===== config.mk =====
export PLATFORM = sky130hd
export DESIGN_NAME = aes_job_scheduler
export DESIGN_NICKNAME = d
export VERILOG_FILES = /design/src/rtl/aes_pkg.sv /design/src/rtl/rr_arbiter.sv /design/src/rtl/aes_job_scheduler.sv
export SDC_FILE = /design/constraint.sdc
export NUM_CORES = 2
export LEC_CHECK = 0
export ABC_AREA = 1
export CAP_MARGIN = 40
export CELL_PAD_IN_SITES_DETAIL_PLACEMENT = 1
export CELL_PAD_IN_SITES_GLOBAL_PLACEMENT = 1
export CORE_AREA = 2 2 617 619
export CTS_BUF_LIST = sky130_fd_sc_hd__clkbuf_16
export CTS_CLUSTER_DIAMETER = 80
export DETAILED_ROUTE_END_ITERATION = 8
export DIE_AREA = 0 0 619 621
export PLACE_DENSITY_LB_ADDON = 0.2
export REMOVE_ABC_BUFFERS = 1
export SETUP_SLACK_MARGIN = 0.1
export SLEW_MARGIN = 20
export SYNTH_ARGS = -nofsm -noshare
export SYNTH_HDL_FRONTEND = slang
export SYNTH_SLANG_ARGS = --single-unit

===== constraint.sdc =====
create_clock -name clk -period 4.7 [get_ports clk]
set_clock_uncertainty 0.1 [all_clocks]
set_input_delay 0.94 -clock clk [delete_from_list [all_inputs] [get_ports clk]]
set_output_delay 0.94 -clock clk [all_outputs]
set_load 0.005 [all_outputs]

===== src/rtl/aes_pkg.sv =====
// Shared types for the AES job scheduler: data widths, core opcodes and scheduler states.
package aes_pkg;

  typedef logic [127:0] aes_128;
  typedef logic [7:0]   aes_byte;

  typedef enum logic {
    OP_KEY_EXPAND = 1'b0,
    OP_ENCRYPT    = 1'b1
  } opcode_e;

  typedef enum logic [2:0] {
    ST_IDLE,
    ST_KEY_GO,
    ST_KEY_WAIT,
    ST_ENC_GO,
    ST_ENC_WAIT,
    ST_RESP
  } sched_state_e;

  // Index width that stays legal when there is only one requester.
  function automatic int idx_width(input int n);
    return (n > 1) ? $clog2(n) : 1;
  endfunction

endpackage


===== src/rtl/rr_arbiter.sv =====
// Combinational round-robin arbiter: grants the first request at or after ptr_i, wrapping.
module rr_arbiter #(
  parameter int N  = 4,
  parameter int IW = (N > 1) ? $clog2(N) : 1
) (
  input  logic [N-1:0]  req_i,
  input  logic [IW-1:0] ptr_i,
  output logic [N-1:0]  grant_o,
  output logic [IW-1:0] idx_o,
  output logic          valid_o
);

  always_comb begin
    logic          found;
    int            j;
    logic [IW-1:0] jj;
    grant_o = '0;
    idx_o   = '0;
    found   = 1'b0;
    j       = 0;
    jj      = '0;
    for (int i = 0; i < N; i++) begin
      j = int'(ptr_i) + i;
      if (j >= N) j = j - N;
      jj = IW'(j);
      if (!found && req_i[jj]) begin
        found       = 1'b1;
        grant_o[jj] = 1'b1;
        idx_o       = jj;
      end
    end
    valid_o = found;
  end

endmodule


===== src/rtl/aes_job_scheduler.sv =====
// Shares one AES-128 core among N_REQ requesters; skips key expansion when the key is cached.
module aes_job_scheduler
  import aes_pkg::*;
#(
  parameter int      N_REQ       = 4,
  parameter int      TIMEOUT_CYC = 256,
  parameter aes_byte RCON_INIT   = 8'h01
) (
  input  logic                 clk,
  input  logic                 rst,
  input  logic [N_REQ-1:0]     req_valid_i,
  output logic [N_REQ-1:0]     req_ready_o,
  input  aes_128 [N_REQ-1:0]   req_key_i,
  input  aes_128 [N_REQ-1:0]   req_pt_i,
  output logic [N_REQ-1:0]     rsp_valid_o,
  input  logic [N_REQ-1:0]     rsp_ready_i,
  output aes_128               rsp_ct_o,
  output logic                 rsp_err_o,
  output opcode_e              core_opcode_o,
  output logic                 core_start_o,
  output aes_128               core_key_o,
  output aes_byte              core_rcon_o,
  output aes_128               core_pt_o,
  input  logic                 core_key_ready_i,
  input  logic                 core_cipher_ready_i,
  input  logic                 core_busy_i,
  input  aes_128               core_cipher_i
);

  localparam int            IW       = idx_width(N_REQ);
  localparam int            CW       = (TIMEOUT_CYC > 1) ? $clog2(TIMEOUT_CYC) : 1;
  localparam logic [CW-1:0] CNT_LAST = CW'(TIMEOUT_CYC - 1);

  sched_state_e     state_q;
  logic [IW-1:0]    rr_ptr_q, gidx_q;
  aes_128           key_q, pt_q, key_last_q, rsp_ct_q;
  logic             key_vld_q, rsp_err_q;
  opcode_e          opcode_q;
  logic [N_REQ-1:0] rsp_valid_q;
  logic [CW-1:0]    cnt_q;

  logic [N_REQ-1:0] grant;
  logic [IW-1:0]    grant_idx;
  logic             grant_any;
  logic [IW-1:0]    rr_ptr_d;
  logic             key_hit_d;
  logic [N_REQ-1:0] onehot_d;

  rr_arbiter #(.N(N_REQ), .IW(IW)) u_arb (
    .req_i   (req_valid_i),
    .ptr_i   (rr_ptr_q),
    .grant_o (grant),
    .idx_o   (grant_idx),
    .valid_o (grant_any)
  );

  always_comb begin
    rr_ptr_d  = (grant_idx == IW'(N_REQ - 1)) ? '0 : grant_idx + IW'(1);
    key_hit_d = key_vld_q && (req_key_i[grant_idx] == key_last_q);
    onehot_d  = '0;
    onehot_d[gidx_q] = 1'b1;
  end

  // Acceptance and start are the only combinational outputs so that each costs no extra cycle.
  assign req_ready_o   = (state_q == ST_IDLE) ? grant : '0;
  assign core_start_o  = ((state_q == ST_KEY_GO) || (state_q == ST_ENC_GO)) && !core_busy_i;
  assign rsp_valid_o   = rsp_valid_q;
  assign rsp_ct_o      = rsp_ct_q;
  assign rsp_err_o     = rsp_err_q;
  assign core_opcode_o = opcode_q;
  assign core_key_o    = key_q;
  assign core_pt_o     = pt_q;
  assign core_rcon_o   = RCON_INIT;

  always_ff @(posedge clk) begin
    if (rst) begin
      state_q     <= ST_IDLE;
      rr_ptr_q    <= '0;
      gidx_q      <= '0;
      key_q       <= '0;
      pt_q        <= '0;
      key_last_q  <= '0;
      key_vld_q   <= 1'b0;
      opcode_q    <= OP_KEY_EXPAND;
      rsp_valid_q <= '0;
      rsp_err_q   <= 1'b0;
      rsp_ct_q    <= '0;
      cnt_q       <= '0;
    end else begin
      case (state_q)
        ST_IDLE: if (grant_any) begin
          gidx_q   <= grant_idx;
          key_q    <= req_key_i[grant_idx];
          pt_q     <= req_pt_i[grant_idx];
          rr_ptr_q <= rr_ptr_d;
          opcode_q <= key_hit_d ? OP_ENCRYPT : OP_KEY_EXPAND;
          state_q  <= key_hit_d ? ST_ENC_GO : ST_KEY_GO;
        end
        ST_KEY_GO: if (!core_busy_i) begin
          cnt_q   <= '0;
          state_q <= ST_KEY_WAIT;
        end
        ST_KEY_WAIT: begin
          if (core_key_ready_i) begin
            key_last_q <= key_q;
            key_vld_q  <= 1'b1;
            opcode_q   <= OP_ENCRYPT;
            state_q    <= ST_ENC_GO;
          end else if (cnt_q == CNT_LAST) begin
            key_vld_q   <= 1'b0;
            rsp_err_q   <= 1'b1;
            rsp_ct_q    <= '0;
            rsp_valid_q <= onehot_d;
            state_q     <= ST_RESP;
          end else begin
            cnt_q <= cnt_q + CW'(1);
          end
        end
        ST_ENC_GO: if (!core_busy_i) begin
          cnt_q   <= '0;
          state_q <= ST_ENC_WAIT;
        end
        ST_ENC_WAIT: begin
          if (core_cipher_ready_i) begin
            rsp_ct_q    <= core_cipher_i;
            rsp_valid_q <= onehot_d;
            state_q     <= ST_RESP;
          end else if (cnt_q == CNT_LAST) begin
            // A dead core may have lost the expanded key, so force a re-expand next time.
            key_vld_q   <= 1'b0;
            rsp_err_q   <= 1'b1;
            rsp_ct_q    <= '0;
            rsp_valid_q <= onehot_d;
            state_q     <= ST_RESP;
          end else begin
            cnt_q <= cnt_q + CW'(1);
          end
        end
        ST_RESP: if (|(rsp_valid_q & rsp_ready_i)) begin
          rsp_valid_q <= '0;
          rsp_err_q   <= 1'b0;
          state_q     <= ST_IDLE;
        end
        default: state_q <= ST_IDLE;
      endcase
    end
  end

endmodule


==> summary.md <==
| Metric | Value |
|---|---|
| Outcome | completed |
| CP Data Required Time | 3.66 ns |
| Synthesized cell area | 0.0316 mm² |
| Delay of the slowest critical-path stage | approximately 0.56 ns |
| Fin crit period | 4.34 ns |
| Worst skew pair latency | 0.83 ns |
| Number of global-route vias before repair | 43500 |
| Max Cap Viol | 0 |
| Setup crit start | req_valid_i[2] |
| Worst EP arrival | 3.30 ns |
| Fin. Hold Viols | 0 |
| Starting Density | under 10% |
| CTS tree | done |
| HP Class | register to register |
| Yosys Warn Count | 0 |
| Clk buf depth | 4 |
| Critical Path Start Type | primary input |
| Number of distinct library cells after synthesis | 43 |
| Seq/Total Area, Yosys | between 30% and 40% |
| Slew Viols, Final | 0 |
| Fin cells | 11800 |
| Vias per cell | 3.48 |
| Setup repair after global routing missed its margin | false |
| First-pass GRT wire length | about 370000 µm |
| GR Overflow Total | 0 |
| Slew margin rel. | ~44% |
| Die height | 621 µm |
| Hold_buf cts | 0 |
| Residual DRC | 0 |
| Routability-driven placement congestion ratio | 0.858 |
| CP Class | primary input to output port |
| CORE AREA | 0.378 mm² |
| Nets | 7821 |
| Total track usage | 13.7% |
| Seq cells post-synth | 534 |
| Boundary pin count | 1568 |
| DIE AREA | 0.384 mm² |
| Port-buffer cells | 1559 |
| Final Setup Violations | 0 |
| Commonest non-fill, non-tap cell in the layout | clkdlybuf4s50_1 |
| CP max FO | 4 |
| Largest net degree at the start of global routing | 143 |
| Worst-Margin Slew | around 0.84 ns |
| Clk pin slew, worst setup/hold paths | 0.06 ns |
| VDD IR max | approximately 670 µV |
| Setup_tns | 0 ns |
| Mean post-synth cell area | 6.37 µm² |
| Root Buffer | clkbuf_16 |
| 1st-iter DRT viols | 1880 |
| Layout area overhead | 88.0% |
| Hpwl dp | ~220000 µm |
| Post-placement cell count | roughly 12000 |
| Synthesized netlist cell count | 4951 |
| Drt first pass iters | 5 |
| CP bufs+invs | 5 |
| Leakage | 24.5 nW |
| Die W | 619 µm |
| Fin crit share | between 90% and 100% |
| Routed WL per cell | 23.5 µm |
| Via count | 41000 |
| F_max | about 230 MHz |
| Reg2reg start | rr_ptr_q[0] |
| PD cells | roughly 820 mW/mm² |
| Site Rows | 226 |
| CTS buffer count | 100 |
| Filler cell count | 45400 |
| Share of post-route cells with drive strength above 1 | 10.2% |
| H-tree depth | 3 |
| Most frequent cells in the layout | clkdlybuf4s50_1, nand2_1, inv_1, dfxtp_1, nand3_1 |
| Final Util | 15.7% |
| Kind of cell adding the most delay to the critical path | buffers and inverters |
| Critical path's most frequent cell | nand2_1 |
| Final wirelength | 277000 µm |
| Clk sinks | 534 |
| Antenna viol nets, final | 0 |
| Antenna violations before repair | ~130 |
| Worst Min Path Start | rsp_ct_o[23] |
| Critical path cell sequence | clkdlybuf4s50_1 -> nand2_1 -> buf_4 -> nand3_1 -> nand2_1 -> buf_4 -> nor2_1 -> a22oi_1 -> nand3_1 -> nand2_1 -> inv_1 -> clkdlybuf4s50_1 |
| Crit. End Element | output port |
| Slowest stage cell on the critical path | clkdlybuf4s50_1 |
-- synthesized netlist by cell type, drive strengths merged --
library cell,n,share of area [%]
nand2,975,12
inv,751,8.9
dfxtp,534,34
o21ai,482,7.6
nand3,471,7.5
nor2,458,5.5
a21oi,288,4.6
o211ai,267,6.4
clkbuf,222,2.6
buf,145,2.7
or2,89,1.8
o21bai,79,1.9
nand3b,69,1.6
o221ai,50,1.4
xor2,11,0.31
ha,10,0.40
mux2i,8,0.25
nand4,7,0.14
and2,6,0.12
nor3,6,0.095
xnor2,6,0.17
a22oi,3,0.071
a211oi,2,0.048
a221oi,2,0.056
clkinv,2,0.024
conb,2,0.024
o211a,2,0.063
a21boi,1,0.024
a22o,1,0.028
nor4,1,0.020
o21a,1,0.024
-- area by class of cell --
class                      instances  area, µm²  share of cell area [%]
antenna                           42        105                   0.177
clock buffer                     101       2530                    4.26
clock inverter                    79        704                    1.19
inverter                         753       2860                    4.82
multi-input combinational       3303      16500                    27.9
sequential                       534      10700                    18.0
tap                             5016       6280                    10.6
timing repair buffer            1954      19600                    33.0
-- metal layers --
| metal | GRT usage, % | share of wire [%] | vias up |
|---|---|---|---|
| li1 | - | - | 19500 |
| met1 | 16.0 | 41 | 19900 |
| met2 | 25.0 | 50 | 1154 |
| met3 | 3.57 | 6.0 | 329 |
| met4 | 2.92 | 2.2 | 68 |
| met5 | 0 | 0.17 | - |
-- final timing paths --
check,to,slack (ns),cells after the start
max reg2reg,state_q[1],0.48,29
min,rsp_ct_o[23],0.36,2
max,req_ready_o[0],0.36,12
min reg2reg,rsp_ct_o[23],0.36,2
-- per-stage QoR --
stage                     power (W)  cell area (µm²)  hold WS, ns  setup slack (ns)
after floorplan              0.0180            29900        0.333            -10.38
after global placement       0.0407            55400        0.348             -1.33
after detailed placement     0.0409            55400        0.354             -1.26
after CTS                    0.0494            58800        0.363             0.111
after global routing         0.0530            59200        0.382            0.0920
final                        0.0486            59300        0.362             0.355
-- power breakdown --
group / total, W / leakage (nW) / internal, W / switching [W]
clock network: 0.00743 / 1.64 / 0.00445 / 0.00299
registers: 0.00667 / 4.38 / 0.00581 / 0.000858
logic: 0.0345 / 18.5 / 0.0135 / 0.0210
-- worst reg2reg max path, delay by kind of cell (launching register included) --
family	cells	cell delay, ns
AOI/OAI and AO/OA	2	0.33
and+or+nand+nor	17	2.04
buffers and inverters	9	1.05
adders and majority gates	1	0.30
DFF	1	0.37
-- repair_timing --
action / in CTS / in global routing
pin swaps: 2 / 4
gates resized for setup: 20 / 33
cloned: 2 / 6
endpoints found under the setup margin: 3 / 3
buffers inserted: 3 / 14
-- registers in the layout, summed over array words and instances (netlist names) --
signal         count
core_opcode_o      1
state_q            3
key_last_q       128
core_pt_o        128
rr_ptr_q           2
core_key_o       128
cnt_q              8
rsp_valid_o        4
key_vld_q          1
rsp_ct_o         128
gidx_q             2
rsp_err_o          1
-- cell families (layout without fill, tap and decap cells) --
group / Yosys count / count (layout) / share of synthesized area [%]
xor+xnor: 17 / 17 / 0.472
other cells: 2 / 50 / 0.0238
fa+ha+maj: 10 / 10 / 0.396
mux: 8 / 8 / 0.254
buf+inv: 1120 / 2887 / 14.3
simple gates: 2082 / 2082 / 28.5
flops: 534 / 534 / 33.9
compound gates: 1178 / 1178 / 22.1
Power figures use the tool's default switching activity.
